## src/rtl/program_loader_if.sv

```systemverilog
// program_loader_if
//   Bundles the loader's two buses into one connection:
//   - byte stream: in_valid / in_data from the source, in_ready back to the source
//   - memory bus:  mem_addr / mem_wdata / mem_write to the memory, mem_rdata back
//   modport master : loader side (drives in_ready and the memory command)
//   modport slave  : environment side (byte source plus memory)
interface program_loader_if #(
  parameter int ADDR_W = 4,
  parameter int DATA_W = 8
);
  logic              in_valid;
  logic [DATA_W-1:0] in_data;
  logic              in_ready;
  logic [ADDR_W-1:0] mem_addr;
  logic [DATA_W-1:0] mem_wdata;
  logic              mem_write;
  logic [DATA_W-1:0] mem_rdata;

  modport master (
    input  in_valid, in_data, mem_rdata,
    output in_ready, mem_addr, mem_wdata, mem_write
  );

  modport slave (
    output in_valid, in_data, mem_rdata,
    input  in_ready, mem_addr, mem_wdata, mem_write
  );
endinterface

```

## src/rtl/program_loader.sv

```systemverilog
// program_loader
//   Loads a program image into the 16x8 instruction/data memory ahead of the
//   CPU. Bytes arrive over a valid/ready stream and are written to consecutive
//   addresses starting at 0. The image is then read back and its 8-bit additive
//   sum is compared with the sum of the accepted bytes. The CPU is released
//   (o_cpu_run) only after a clean load.
// Ports
//   i_clk       system clock, rising edge
//   i_rst       asynchronous active-high reset
//   i_start     begin a load (sampled in IDLE, DONE, ERROR)
//   i_count     number of words to load, legal 1..DEPTH
//   bus         stream + memory bus (master side)
//   o_busy      high in LOAD and VERIFY
//   o_done      high in DONE
//   o_cpu_run   CPU enable, high only in DONE
//   o_error     high in ERROR
//   o_err_code  0 none, 1 illegal count, 2 checksum mismatch
//   o_checksum  sum of accepted bytes mod 2^DATA_W
module program_loader #(
  parameter int ADDR_W = 4,
  parameter int DATA_W = 8,
  parameter int DEPTH  = 16
) (
  input  logic              i_clk,
  input  logic              i_rst,
  input  logic              i_start,
  input  logic [ADDR_W:0]   i_count,
  program_loader_if.master  bus,
  output logic              o_busy,
  output logic              o_done,
  output logic              o_cpu_run,
  output logic              o_error,
  output logic [1:0]        o_err_code,
  output logic [DATA_W-1:0] o_checksum
);

  localparam int CNT_W = ADDR_W + 1;
  localparam logic [CNT_W-1:0] DEPTH_C = CNT_W'(DEPTH);
  localparam logic [CNT_W-1:0] ONE_C   = CNT_W'(1);
  localparam logic [CNT_W-1:0] TWO_C   = CNT_W'(2);

  localparam logic [2:0] ST_IDLE   = 3'd0;
  localparam logic [2:0] ST_LOAD   = 3'd1;
  localparam logic [2:0] ST_VERIFY = 3'd2;
  localparam logic [2:0] ST_DONE   = 3'd3;
  localparam logic [2:0] ST_ERROR  = 3'd4;

  logic [2:0]        r_state;
  logic [CNT_W-1:0]  r_count;
  logic [CNT_W-1:0]  r_wr_cnt;
  logic [CNT_W-1:0]  r_rd_cnt;
  logic [DATA_W-1:0] r_rd_sum;
  logic [DATA_W-1:0] r_checksum;
  logic [1:0]        r_err_code;
  logic [ADDR_W-1:0] r_mem_addr;
  logic [DATA_W-1:0] r_mem_wdata;
  logic              r_mem_write;

  logic              w_xfer;
  logic              w_bad_count;
  logic [DATA_W-1:0] w_rd_sum_next;

  assign w_xfer        = bus.in_valid && (r_state == ST_LOAD);
  assign w_bad_count   = (i_count == '0) || (i_count > DEPTH_C);
  assign w_rd_sum_next = r_rd_sum + bus.mem_rdata;

  assign bus.in_ready  = (r_state == ST_LOAD);
  assign bus.mem_addr  = r_mem_addr;
  assign bus.mem_wdata = r_mem_wdata;
  assign bus.mem_write = r_mem_write;

  assign o_busy     = (r_state == ST_LOAD) || (r_state == ST_VERIFY);
  assign o_done     = (r_state == ST_DONE);
  assign o_cpu_run  = (r_state == ST_DONE);
  assign o_error    = (r_state == ST_ERROR);
  assign o_err_code = r_err_code;
  assign o_checksum = r_checksum;

  always_ff @(posedge i_clk or posedge i_rst) begin
    if (i_rst) begin
      r_state     <= ST_IDLE;
      r_count     <= '0;
      r_wr_cnt    <= '0;
      r_rd_cnt    <= '0;
      r_rd_sum    <= '0;
      r_checksum  <= '0;
      r_err_code  <= 2'd0;
      r_mem_addr  <= '0;
      r_mem_wdata <= '0;
      r_mem_write <= 1'b0;
    end else begin
      r_mem_write <= 1'b0;
      case (r_state)
        ST_IDLE, ST_DONE, ST_ERROR: begin
          if (i_start) begin
            r_count    <= i_count;
            r_err_code <= 2'd0;
            if (w_bad_count) begin
              // Previous checksum is left untouched so it stays observable.
              r_state    <= ST_ERROR;
              r_err_code <= 2'd1;
            end else begin
              r_wr_cnt   <= '0;
              r_checksum <= '0;
              r_state    <= ST_LOAD;
            end
          end
        end

        ST_LOAD: begin
          if (w_xfer) begin
            r_mem_write <= 1'b1;
            r_mem_addr  <= r_wr_cnt[ADDR_W-1:0];
            r_mem_wdata <= bus.in_data;
            r_checksum  <= r_checksum + bus.in_data;
            r_wr_cnt    <= r_wr_cnt + ONE_C;
            if (r_wr_cnt == r_count - ONE_C) begin
              r_state  <= ST_VERIFY;
              r_rd_cnt <= '0;
              r_rd_sum <= '0;
            end
          end
        end

        ST_VERIFY: begin
          // Cycle k drives read address k (k < count). The memory registers
          // the read on the next edge, so the data for address k-2 is
          // present during cycle k. Last sample lands in cycle count+1.
          r_rd_cnt <= r_rd_cnt + ONE_C;
          if (r_rd_cnt < r_count)
            r_mem_addr <= r_rd_cnt[ADDR_W-1:0];
          if (r_rd_cnt >= TWO_C)
            r_rd_sum <= w_rd_sum_next;
          if (r_rd_cnt == r_count + ONE_C) begin
            if (w_rd_sum_next == r_checksum) begin
              r_state <= ST_DONE;
            end else begin
              r_state    <= ST_ERROR;
              r_err_code <= 2'd2;
            end
          end
        end

        default: r_state <= ST_IDLE;
      endcase
    end
  end

endmodule
```

## src/flat_wrapper.sv

```systemverilog
// flat-port wrapper written by rule: the top's interface ports become plain ports
module program_loader_flat 
#(
  parameter int ADDR_W = 4,
  parameter int DATA_W = 8,
  parameter int DEPTH  = 16
)
  (i_clk, i_rst, i_start, i_count, o_busy, o_done, o_cpu_run, o_error, o_err_code, o_checksum, bus_in_valid, bus_in_data, bus_mem_rdata, bus_in_ready, bus_mem_addr, bus_mem_wdata, bus_mem_write);
  program_loader_if #(.ADDR_W(ADDR_W), .DATA_W(DATA_W)) bus_i ();
  input  logic i_clk;
  input  logic i_rst;
  input  logic i_start;
  input  logic [ADDR_W:0] i_count;
  output logic o_busy;
  output logic o_done;
  output logic o_cpu_run;
  output logic o_error;
  output logic [1:0] o_err_code;
  output logic [DATA_W-1:0] o_checksum;
  input wire logic [$bits(bus_i.in_valid)-1:0] bus_in_valid;
  input wire logic [$bits(bus_i.in_data)-1:0] bus_in_data;
  input wire logic [$bits(bus_i.mem_rdata)-1:0] bus_mem_rdata;
  output wire logic [$bits(bus_i.in_ready)-1:0] bus_in_ready;
  output wire logic [$bits(bus_i.mem_addr)-1:0] bus_mem_addr;
  output wire logic [$bits(bus_i.mem_wdata)-1:0] bus_mem_wdata;
  output wire logic [$bits(bus_i.mem_write)-1:0] bus_mem_write;
  assign bus_i.in_valid = bus_in_valid;
  assign bus_i.in_data = bus_in_data;
  assign bus_i.mem_rdata = bus_mem_rdata;
  assign bus_in_ready = bus_i.in_ready;
  assign bus_mem_addr = bus_i.mem_addr;
  assign bus_mem_wdata = bus_i.mem_wdata;
  assign bus_mem_write = bus_i.mem_write;
  program_loader #(.ADDR_W(ADDR_W), .DATA_W(DATA_W), .DEPTH(DEPTH)) u_core (.i_clk(i_clk), .i_rst(i_rst), .i_start(i_start), .i_count(i_count), .bus(bus_i), .o_busy(o_busy), .o_done(o_done), .o_cpu_run(o_cpu_run), .o_error(o_error), .o_err_code(o_err_code), .o_checksum(o_checksum));
endmodule
```

## config.mk

```make
export PLATFORM = sky130hd
export DESIGN_NAME = program_loader_flat
export DESIGN_NICKNAME = d
export VERILOG_FILES = /design/src/rtl/program_loader_if.sv /design/src/rtl/program_loader.sv /design/src/flat_wrapper.sv
export SDC_FILE = /design/constraint.sdc
export NUM_CORES = 1
export LEC_CHECK = 0
export BUFFER_PORTS_ARGS = -buffer_cell sky130_fd_sc_hd__buf_4
export CORE_AREA = 3 3 117 74
export DETAILED_ROUTE_END_ITERATION = 16
export DIE_AREA = 0 0 120 77
export RECOVER_POWER = 25
export SYNTH_ARGS = -nofsm -noshare
export SYNTH_HDL_FRONTEND = slang
export SYNTH_SLANG_ARGS = --single-unit
```

## constraint.sdc

```tcl
create_clock -name i_clk -period 4.05 [get_ports i_clk]
set_clock_uncertainty 0.2 [all_clocks]
set_input_delay 0.405 -clock i_clk [delete_from_list [all_inputs] [get_ports i_clk]]
set_output_delay 0.405 -clock i_clk [all_outputs]
set_load 0.01 [all_outputs]
```

==> After elaboration in Yosys (flattened, before gate mapping) <==
Index checks and enable logic that the tools add are counted.
{ "totals": {"ff_bits": 49, "output_inout_bits": 28} }
{ "op_classes": {"addsub": 6, "magnitude_cmp": 3, "eq_ne": 15, "n_mux": 32, "reduce_logical": 17} }
{ "op_table": {"columns": ["op", "n"], "rows": [
  ["$mux 8", 6],
  ["$pmux 8 s2", 2],
  ["$mux 5", 5],
  ["$pmux 5 s2", 2],
  ["$mux 3", 6],
  ["$add 8x8->8", 2],
  ["$reduce_and 4->1", 4],
  ["$add 5x1->5 const B", 3],
  ["$ne 2x2->1 const B", 6],
  ["$eq 5x5->1", 2],
  ["$pmux 3 s3", 1],
  ["$eq 8x8->1", 1],
  ["$mux 4", 2],
  ["$pmux 4 s2", 1],
  ["$eq 3x2->1 const B", 2],
  ["$mux 2", 3],
  ["$reduce_and 3->1", 2],
  ["$reduce_bool 2->1", 3],
  ["$ge 5x2->1 const B", 1],
  ["$gt 5x5->1 const B", 1],
  ["$logic_not 5->1", 1],
  ["$lt 5x5->1", 1],
  ["$sub 5x1->5 const B", 1],
  ["$ne 2x1->1 const B", 2],
  ["9 further kinds", 13]
]} }

==> Longest topological paths before layout <==
Gate-level depths: netlist of run 1.
{ "depth": {"depth_word": 5, "depth_mapped": 10, "ltp_nobuf": 10} }

==> Least setup slack after synthesis of run 1 <==
Ideal clock, no wire load.
{ "synth_path": {"path_type": "input-to-reg", "from": "in bus_mem_rdata[0]", "to": "reg u_core.r_state[1]", "setup_time_ns": 0.080, "arrival_time_ns": 2.234, "required_time_ns": 3.770, "path_slack_ns": 1.537, "cell_stages": 10, "path_buffers": 0, "cell_sequence": "ha_1 inv_1 fa_1 xnor2_1 nor3_1 o311ai_0 a211oi_1 nand4_1 nor3_2 a2bb2oi_1"} }
{ "synth_between": {"elab_chain_cells": 5} }
{ "synth_lines": {"columns": ["item", "line", "source"], "rows": [
  ["from (decl)", "flat_wrapper.sv:22", "input wire logic [$bits(bus_i.mem_rdata)-1:0] bus_mem_rdata;"],
  ["$add 8x8->8", "program_loader.sv:65", "assign w_rd_sum_next = r_rd_sum + bus.mem_rdata;"],
  ["$eq 8x8->1", "program_loader.sv:135", "if (w_rd_sum_next == r_checksum) begin"],
  ["$mux 3", "program_loader.sv:135", null],
  ["$mux 3", "program_loader.sv:134", "if (r_rd_cnt == r_count + ONE_C) begin"],
  ["$pmux 3 s3", "program_loader.sv:93", "case (r_state)"],
  ["to (signal assigned)", "program_loader.sv:100", "r_state <= ST_ERROR;"],
  ["to (signal assigned)", "program_loader.sv:136", "r_state <= ST_DONE;"],
  ["to (signal assigned)", "program_loader.sv:138", "r_state <= ST_ERROR;"],
  ["to (decl)", "program_loader.sv:48", "logic [2:0] r_state;"]
]} }
No other way between the ends. The select of a mux whose other input is x is not followed.
A chain may end at the register's enable or synchronous reset.

==> Worst setup path after layout of run 1 <==
{ "layout_path": {"from": "reg u_core.r_rd_sum[0]", "to": "reg u_core.r_state[1]"} }
{ "layout_between": {"elab_chain_cells": 5} }
{ "layout_lines": {"columns": ["item", "line", "source"], "rows": [
  ["from (decl)", "program_loader.sv:52", "logic [DATA_W-1:0] r_rd_sum;"],
  ["from (signal assigned)", "program_loader.sv:133", "r_rd_sum <= w_rd_sum_next;"],
  ["$add 8x8->8", "program_loader.sv:65", null],
  ["$eq 8x8->1", "program_loader.sv:135", null],
  ["$mux 3", "program_loader.sv:135", null],
  ["$mux 3", "program_loader.sv:134", null],
  ["$pmux 3 s3", "program_loader.sv:93", null]
]} }
No other way between the ends. The select of a mux whose other input is x is not followed.

==> metrics, run 1 <==
leading area contributor after synthesis dfrtp_1; initial antenna violation count 0; Initial Util ~44%; CP required roughly 4100 ps; chip height roughly 77 um; Detail Route Antenna Nets 0; maxcap violations 1; Port Buffers 52; post-CTS sizing 0; count leader, synth dfrtp_1; DP Area about 3900 um^2; reg2reg start u_core.r_rd_sum[0]$_DFFE_PP0P_; GRT overflow 0; crit path launch type flip-flop; Nets between 400 and 500; Synth top area share between 30% and 40%; final setup vio count 0; hold buffer count at CTS 0; syn_nets between 400 and 500; critical path peak fanout 5; DRT Pass-1 Iters 4; Final Hold Viols 0; largest net degree at the start of global routing 50; GRT Util Overall 18.5%; Worst setup EP type flip-flop; Post-CTS Setup Bufs 0; worst-margin pin slew roughly 1900 ps; final worst-path cycle share 69.2%; RSZ-0062 raised after global routing no; Num CTS Buffers 5; Rel. slew slack -27.5%; total number of vias ~2700; clk buf depth 2; VDD IR max about 0.00029 V; critical-path cell list ha_1 > inv_1 > fa_1 > nor2b_1 > o311a_1 > o21ai_0 > mux2i_1 > nand4_1 > nor3_2 > a2bb2oi_1; Post-synth EDFFs 0; WHS 149 ps; setup TNS 0 ps; DR WL/cell about 16 um; post-route setup slack roughly 1200 ps; Avg Synthesized Cell Area 9.66 um^2; IO Pins between 50 and 60; Max Fclk around 0.36 GHz; Yosys Warn Count 0; crit-path max cell delay 390 ps; vias per inst between 5 and 6; Seq/Total Area, Yosys a little over a third; dpl ws roughly 1100 ps; async set-reset flop share out of synthesis between 90% and 100%; max-slew violation count 50; # rows 25; Hold Crit Class in2reg; Mapped Cells roughly 350; synthesized cell area about 3400 um^2; CTS tree yes; worst reg2reg path depth 10; Final GP Congestion approximately 0.84; outcome complete, but fails checks; Yosys reg bits around 50; vias in the first global route between 2000 and 3000; Main synth FF type dfrtp_1; Leakage approximately 1.8 nW; Setup Crit Path Kind reg2reg; CP startpoint u_core.r_rd_sum[0]$_DFFE_PP0P_; Root Buffer clkbuf_16; H-tree levels 2; Skew-Pair Late Insertion Delay 300 ps; slowest CP cell nor3_2; min cycle time layout 2800 ps; Unique masters post-synth roughly 60; layout cells sized above 1 between 20% and 30%; dpl hpwl 6020 um; CTS clk-pin slew, worst paths about 70 ps; Inserted Diodes 0; Hold Path Origin i_count[2]; WL final between 8000 and 9000 um; WHS Path Cells 2; Post-synth top cells dfrtp_1 (49), nand2_1 (28), o21ai_0 (25); CP arrival around 2800 ps; failing checks capacitance limit, slew limit; Tot Pwr between 0.002 and 0.003 W; first-pass GRT wire length between 10000 and 15000 um; Synth area leaders dfrtp_1 (36%), ha_1 (8.8%), mux2_2 (4.6%), xnor2_1 (4.4%), o21ai_0 (3.7%); PwrDens around 650 nW/um^2; DRC Markers 0; final instance area about 4000 um^2; Worst path depth 10; core area slightly below 8000 um^2; CP bufs+invs 1; die area just over 9000 um^2; CTS Sinks a little under 50; crit-path leading delay family compound AO/OA/AOI/OAI gates; Die X between 100 and 150 um; initial DRC count 162; Area Overhead vs Synth 17.1%
-- metrics by stage --
stage          utilization, %  std cells
6_report                 51.8        505
5_1_grt                  51.8        505
4_1_cts                  52.1        505
3_5_place_dp             49.9        497
3_3_place_gp             49.9        497
2_1_floorplan               -        354
-- cells in the final DEF (no fill, tap or decap), drive strengths merged, types with 2 or more instances in the layout --
cell type / instances
dfrtp: 49
o211ai: 4
a31o: 2
and2: 4
a21oi: 14
nor3: 12
o21a: 3
nand2: 28
nand3b: 2
inv: 20
fa: 2
mux2: 16
nand4: 4
mux2i: 8
a211oi: 4
o21ai: 32
nor4: 2
nor2b: 3
ha: 24
o22ai: 2
xnor2: 17
nor2: 17
buf: 47
xor2: 13
nand2b: 5
a31oi: 5
a22o: 7
a21o: 5
or2: 2
clkbuf: 12
nand3: 13
o21bai: 2
-- final timing paths --
check	endpoint	slack, ps
min	u_core.r_count[2]$_DFFE_PP0P_	150
min in group asynchronous	u_core.r_rd_sum[3]$_DFFE_PP0P_	530
max in group asynchronous	u_core.bus.mem_wdata[1]$_DFFE_PP0P_	2010
min reg2reg	u_core.bus.mem_addr[3]$_DFFE_PP0P_	280
max	u_core.r_state[1]$_DFFE_PP0P_	1250
max reg2reg	u_core.r_state[1]$_DFFE_PP0P_	1250
-- power breakdown --
group | total, W | switching (W) | internal (W)
clock | 0.000492 | 0.000199 | 0.000293
sequential | 0.000872 | 0.000224 | 0.000648
combinational | 0.00123 | 0.000626 | 0.000608
-- flip-flops by register name (all words and copies together) (netlist names) --
signal and cells:
u_core.bus.mem_addr 4, u_core.o_checksum 8, u_core.r_rd_sum 8, u_core.r_wr_cnt 5, u_core.bus.mem_wdata 8, u_core.r_count 5, u_core.o_err_code 2, u_core.r_state 3
u_core.r_rd_cnt 5, u_core.bus.mem_write 1
-- worst register-to-register path, stage by stage, from the launching register on --
cell and delay [ps]:
dfrtp_1 380, ha_1 220, inv_1 80, fa_1 200
nor2b_1 70, o311a_1 280, o21ai_0 290, mux2i_1 250
nand4_1 160, nor3_2 390, a2bb2oi_1 200
-- final cells by class --
| class | count | area, um^2 |
|---|---|---|
| Sequential cell | 49 | 1230 |
| Multi-Input combinational cell | 266 | 2010 |
| Clock buffer | 5 | 125 |
| Clock inverter | 3 | 46.3 |
| Fill cell | 755 | 3720 |
| Tap cell | 108 | 135 |
| Inverter | 20 | 75.1 |
| Timing Repair Buffer | 54 | 383 |
-- cells by family (layout without fill, tap and decap cells) --
family	after synthesis	in the layout	share of synthesized area, %
flip-flops	49	49	35.8
multiplexers	24	24	7.83
XOR/XNOR	30	30	7.68
AND/OR/NAND/NOR	97	97	14.2
AO/OA/AOI/OAI	89	89	19.2
adder cells (fa/ha/maj)	26	26	9.95
buffers and inverters	39	82	5.27
-- routing by layer --
metal | track usage (%) | share of wire (%)
met5 | 0 | 0
met2 | 25.0 | 40
met1 | 28.8 | 53
met4 | 4.46 | 0.95
met3 | 4.72 | 5.7
Power figures use the tool's default switching activity.
==> run 2, diff against run 1 <==
--- a/config.mk
+++ b/config.mk
@@ -9,6 +9,7 @@
 export CORE_AREA = 3 3 117 74
 export DETAILED_ROUTE_END_ITERATION = 16
 export DIE_AREA = 0 0 120 77
+export PLACE_DENSITY = 0.67
 export RECOVER_POWER = 25
 export SYNTH_ARGS = -nofsm -noshare
 export SYNTH_HDL_FRONTEND = slang
==> constraint.sdc (replaced) <==
create_clock -name i_clk -period 2.3 [get_ports i_clk]
set_clock_uncertainty 0.2 [all_clocks]
set_input_delay 0.23 -clock i_clk [delete_from_list [all_inputs] [get_ports i_clk]]
set_output_delay 0.23 -clock i_clk [all_outputs]
set_load 0.01 [all_outputs]
==> metrics, run 2 (synthesized netlist as in run 1, its figures left out) <==
highest metal used met4; first-pass GRT wire length between 15000 and 20000 um; reg2reg start u_core.r_rd_sum[0]$_DFFE_PP0P_; post-route setup slack -346 ps; GRT Util Overall 20.3%; CP startpoint u_core.r_rd_sum[0]$_DFFE_PP0P_; met3 wire length between 400 and 500 um; Setup Crit Path Kind reg2reg; initial DRC count 152; DRC Markers 0; RSZ-0062 raised after global routing yes; largest net degree at the start of global routing 25; Nets between 500 and 600; CTS Sinks ~50; Initial Util around 44%; Skew-Pair Late Insertion Delay 290 ps; chip height approximately 77 um; Root Buffer clkbuf_16; Detail Route Antenna Nets 0; most common cell after layout, fill and taps aside buf_4; Leakage ~2.1 nW; footprint of the multi-input gates around 2100 um^2; VDD IR max 0.000575 V; H-tree levels 2; critical-path cell list ha_4 > buf_4 > buf_6 > a211oi_4 > buf_4 > o211ai_2 > a31oi_4 > xnor2_1 > o22ai_2 > nor3_2 > buf_4 > a31o_1; Worst setup EP type flip-flop; total number of vias between 2000 and 3000; # rows 25; Final GP Congestion 0.877; IO Pins 53; clk buf depth 2; met2 wire length slightly above 4000 um; final core occ approximately three fifths; layout cells sized above 1 between 30% and 40%; vias in the first global route between 2000 and 3000; Hold Path Origin bus_in_data[1]; critical path peak fanout 5; DR WL/cell 16.1 um; Rel. slew slack around 30%; most frequent cells in the layout buf_4 (88), dfrtp_1 (49), nand2_1 (28), o21ai_0 (21), ha_1 (21); slowest CP cell dfrtp_1; placed cell count 537; Hold Crit Class in2reg; Inserted Diodes 0; cell mode on critical path buf_4; dpl hpwl slightly below 7000 um; WL final 9050 um; vias per inst ~5.2; CTS clk-pin slew, worst paths roughly 70 ps; Max Fclk about 0.38 GHz; outcome complete, but fails checks; Tot Pwr 0.00499 W; worst-margin pin slew ~1100 ps; CP required about 2300 ps; die area just over 9000 um^2; DP Area 4180 um^2; crit-path max cell delay 410 ps; core area between 7000 and 8000 um^2; PwrDens about 1100 nW/um^2; CTS tree yes; Port Buffers 52; CP arrival approximately 2600 ps; number of fill cells in the layout around 680; Area Overhead vs Synth 34.1%; GRT overflow 0; initial antenna violation count 0; DRT Pass-1 Iters 4; Final Hold Viols 0; Num CTS Buffers 5; wl on met1 about 4400 um; maxcap violations 0; crit path launch type flip-flop; register area 1230 um^2; non-filler cells, final around 560; final setup vio count 7; Die X approximately 120 um; max-slew violation count 0; min cycle time layout approximately 2600 ps; failing checks setup timing; final instance area roughly 4600 um^2; final worst-path cycle share 115%
==> run 2: cell count changes in the layout (fill, tap and decap cells not counted), moves of 3 or more <==
cell,previous run,this run
buf_4,47,88
buf_6,0,4
dlygate4sd3_1,0,13
ha_1,24,21
ha_4,0,3
o21ai_0,25,21
o21ai_1,5,8
==> run 2: worst paths after layout <==
| kind | slack (ps) | end | cells past startpoint |
|---|---|---|---|
| setup / recovery | -350 | u_core.o_err_code[0]$_DFFE_PP0P_ | 12 |
| max in group asynchronous | 300 | u_core.o_checksum[0]$_DFFE_PP0P_ | 4 |
| hold reg to reg | 290 | u_core.bus.mem_addr[3]$_DFFE_PP0P_ | 2 |
| hold / removal | 20 | u_core.bus.mem_wdata[1]$_DFFE_PP0P_ | 2 |
| min in group asynchronous | 290 | u_core.r_rd_cnt[2]$_DFFE_PP0P_ | 3 |
| setup reg to reg | -350 | u_core.o_err_code[0]$_DFFE_PP0P_ | 12 |
==> run 2: routing by layer <==
metal / global-route usage, % / vias up
met5: 0 / -
met3: 4.64 / 6
met2: 31.3 / 50
li1: - / 1461
met4: 3.77 / 0
met1: 29.5 / 1424
==> run 2: report_power, final <==
group / switching (W) / leakage (nW) / internal (W)
Combinational: 0.00134 / 1.40 / 0.00136
Clock: 0.000320 / 0.0797 / 0.000505
Sequential: 0.000321 / 0.641 / 0.00114
==> run 2: worst max-delay path, delay by kind of cell (launching register included) <==
kind	cells	cell delay, ps
AND/OR/NAND/NOR	1	50
flip-flops	1	410
AO/OA/AOI/OAI	5	1040
buffers and inverters	4	560
XOR/XNOR	1	100
adder cells (fa/ha/maj)	1	170
==> run 2: metrics by stage <==
step | hold WS [ps] | setup WS [ps] | setup TNS (ps)
after global placement | -17.2 | -262 | -1210
after detailed placement | -21.7 | -375 | -1800
final | 17.0 | -346 | -1860
after CTS | 13.7 | -304 | -1460
after global routing | 18.7 | -457 | -3010
after floorplan | 181 | -57.1 | -224
==> run 2: timing repair <==
action,4_1_cts,5_1_grt
endpoints found under the setup margin,11,27
hold buffers,13,0
resized for setup,9,15
hold endpoints to repair,20,0
pin swaps,7,8
buffers inserted,1,3
==> run 2: final cells by class <==
class / instances / area share, %
Tap cell: 108 / 2.95
Timing Repair Buffer: 111 / 19.1
Sequential cell: 49 / 26.7
Clock buffer: 5 / 2.73
Clock inverter: 2 / 0.764
Multi-Input combinational cell: 266 / 46.0
Inverter: 20 / 1.64
==> run 3, diff against run 2 <==
--- a/config.mk
+++ b/config.mk
@@ -6,10 +6,9 @@
 export NUM_CORES = 1
 export LEC_CHECK = 0
 export BUFFER_PORTS_ARGS = -buffer_cell sky130_fd_sc_hd__buf_4
-export CORE_AREA = 3 3 117 74
+export CORE_AREA = 3 3 142 89
 export DETAILED_ROUTE_END_ITERATION = 16
-export DIE_AREA = 0 0 120 77
-export PLACE_DENSITY = 0.67
+export DIE_AREA = 0 0 145 92
 export RECOVER_POWER = 25
 export SYNTH_ARGS = -nofsm -noshare
 export SYNTH_HDL_FRONTEND = slang
==> metrics, run 3 (synthesized netlist as in run 1, its figures left out) <==
outcome complete, but fails checks; failing checks setup timing; max-slew violation count 0; highest metal used met4; clk buf depth 2; Max Fclk approximately 0.38 GHz; GRT Util Overall between 10% and 20%; vias in the first global route roughly 3000; Leakage roughly 2.1 nW; die area 13300 um^2; CP arrival 2630 ps; Final GP Congestion a little over 0.8; met2 wire length between 3000 and 4000 um; IO Pins 53; first-pass GRT wire length ~15000 um; H-tree levels 2; non-filler cells, final roughly 600; core area ~11000 um^2; post-route setup slack -313 ps; Port Buffers 52; DR WL/cell 15.3 um; chip height roughly 92 um; Initial Util between 30% and 40%; VDD IR max between 0.0004 and 0.0005 V; dpl hpwl around 7200 um; # rows 30; critical path peak fanout 5; RSZ-0062 raised after global routing yes; CTS Sinks 49; most frequent cells in the layout buf_4 (77), dfrtp_1 (48), nand2_1 (27), o21ai_0 (22), ha_1 (21); CP required ~2300 ps; PwrDens between 1000 and 1500 nW/um^2; DRC Markers 0; Comb pwr share ~55%; DRT Pass-1 Iters 5; CTS clk-pin slew, worst paths around 70 ps; Nets 504; Skew-Pair Late Insertion Delay 290 ps; min cycle time layout ~2600 ps; Setup Crit Path Kind reg2reg; sequential power share 30.2%; Clk pwr share about 15%; Reg2Reg Setup Slack -310 ps; initial DRC count about 140; Area Overhead vs Synth 34.6%; final worst-path cycle share 114%; Detail Route Antenna Nets 0; Final Hold Viols 0; Worst setup EP type flip-flop; largest net degree at the start of global routing 31; layout cells sized above 1 30.6%; Num CTS Buffers 5; final core occ 40.8%; P_sw roughly 0.0020 W; placed cell count approximately 590; Root Buffer clkbuf_16; final setup vio count 6; Rel. slew slack between 20% and 30%; Inserted Diodes 0; total number of vias between 2000 and 3000; CTS tree yes; initial antenna violation count 0; Internal Pwr Total 0.00287 W; wl on met1 about 5000 um; WL final roughly 9400 um; GRT overflow 0; Die X 145 um; Net Sw Frac between 40% and 50%; worst-margin pin slew between 1000 and 1500 ps; Hold Crit Class in2reg; crit path launch type flip-flop; most common cell after layout, fill and taps aside buf_4; vias per inst approximately 4.8; met3 wire length around 380 um; maxcap violations 0
## run 3: critical path: stages, from the launching register on
cell	delay, ps
dfrtp_1	410
ha_4	170
inv_2	50
fa_2	460
xnor2_1	140
nor3_1	140
o311ai_1	120
a211oi_1	190
nand4_1	200
nor3_4	300
a2bb2oi_1	170
## run 3: power by group through the flow
stage	clock network (W)	registers (W)	logic, W
finish	0.000737	0.00147	0.00266
global route	0.000794	0.00152	0.00294
CTS	0.000761	0.00145	0.00263
detailed placement	0	0.00147	0.00259
global placement	0	0.00145	0.00252
floorplan	0	0.00147	0.00163
## run 3: routing by layer
metal,global-route usage [%],vias to the layer above
met5,0,-
met4,3.56,0
met3,3.01,6
met2,20.6,61
met1,21.6,1417
li1,-,1447
## run 3: worst paths after layout
path / start / end / cells after the start
worst min-delay path: bus_in_data[0] / u_core.o_checksum[0]$_DFFE_PP0P_ / 3
worst min register to register: u_core.bus.mem_addr[1]$_DFFE_PP0P_ / u_core.bus.mem_addr[1]$_DFFE_PP0P_ / 2
min in group asynchronous: i_rst / u_core.bus.mem_addr[3]$_DFFE_PP0P_ / 3
max in group asynchronous: i_rst / u_core.o_checksum[1]$_DFFE_PP0P_ / 4
worst max register to register: u_core.r_rd_sum[0]$_DFFE_PP0P_ / u_core.r_state[1]$_DFFE_PP0P_ / 10
worst max-delay path: u_core.r_rd_sum[0]$_DFFE_PP0P_ / u_core.r_state[1]$_DFFE_PP0P_ / 10
## run 3: through the flow
step                      area [um^2]  setup WS (ps)  TNS [ps]  power (W)  hold WS [ps]
after floorplan                  3430          -57.1      -224    0.00310           181
after global placement           4260           -261     -1270    0.00397           149
after detailed placement         4260           -333     -1920    0.00405           164
after CTS                        4540           -334     -1620    0.00484          68.1
after global routing             4600           -496     -2820    0.00525          97.5
final                            4600           -313     -1530    0.00487          85.0
## run 3: final cells by class
cell class	instances	area (um^2)
fill	1102	6690
multi-input combinational	266	2130
sequential	49	1230
timing repair buffer	111	836
tap	160	200
clock buffer	8	136
inverter	20	75.1
## run 3: what timing repair did
| action | CTS | global route |
|---|---|---|
| setup buffers | 0 | 1 |
| endpoints found under the setup margin | 13 | 20 |
| hold endpoints to repair | 41 | 0 |
| hold buffers | 14 | 0 |
| cloned | 0 | 0 |
| pin swaps | 1 | 12 |
| resized for setup | 2 | 25 |
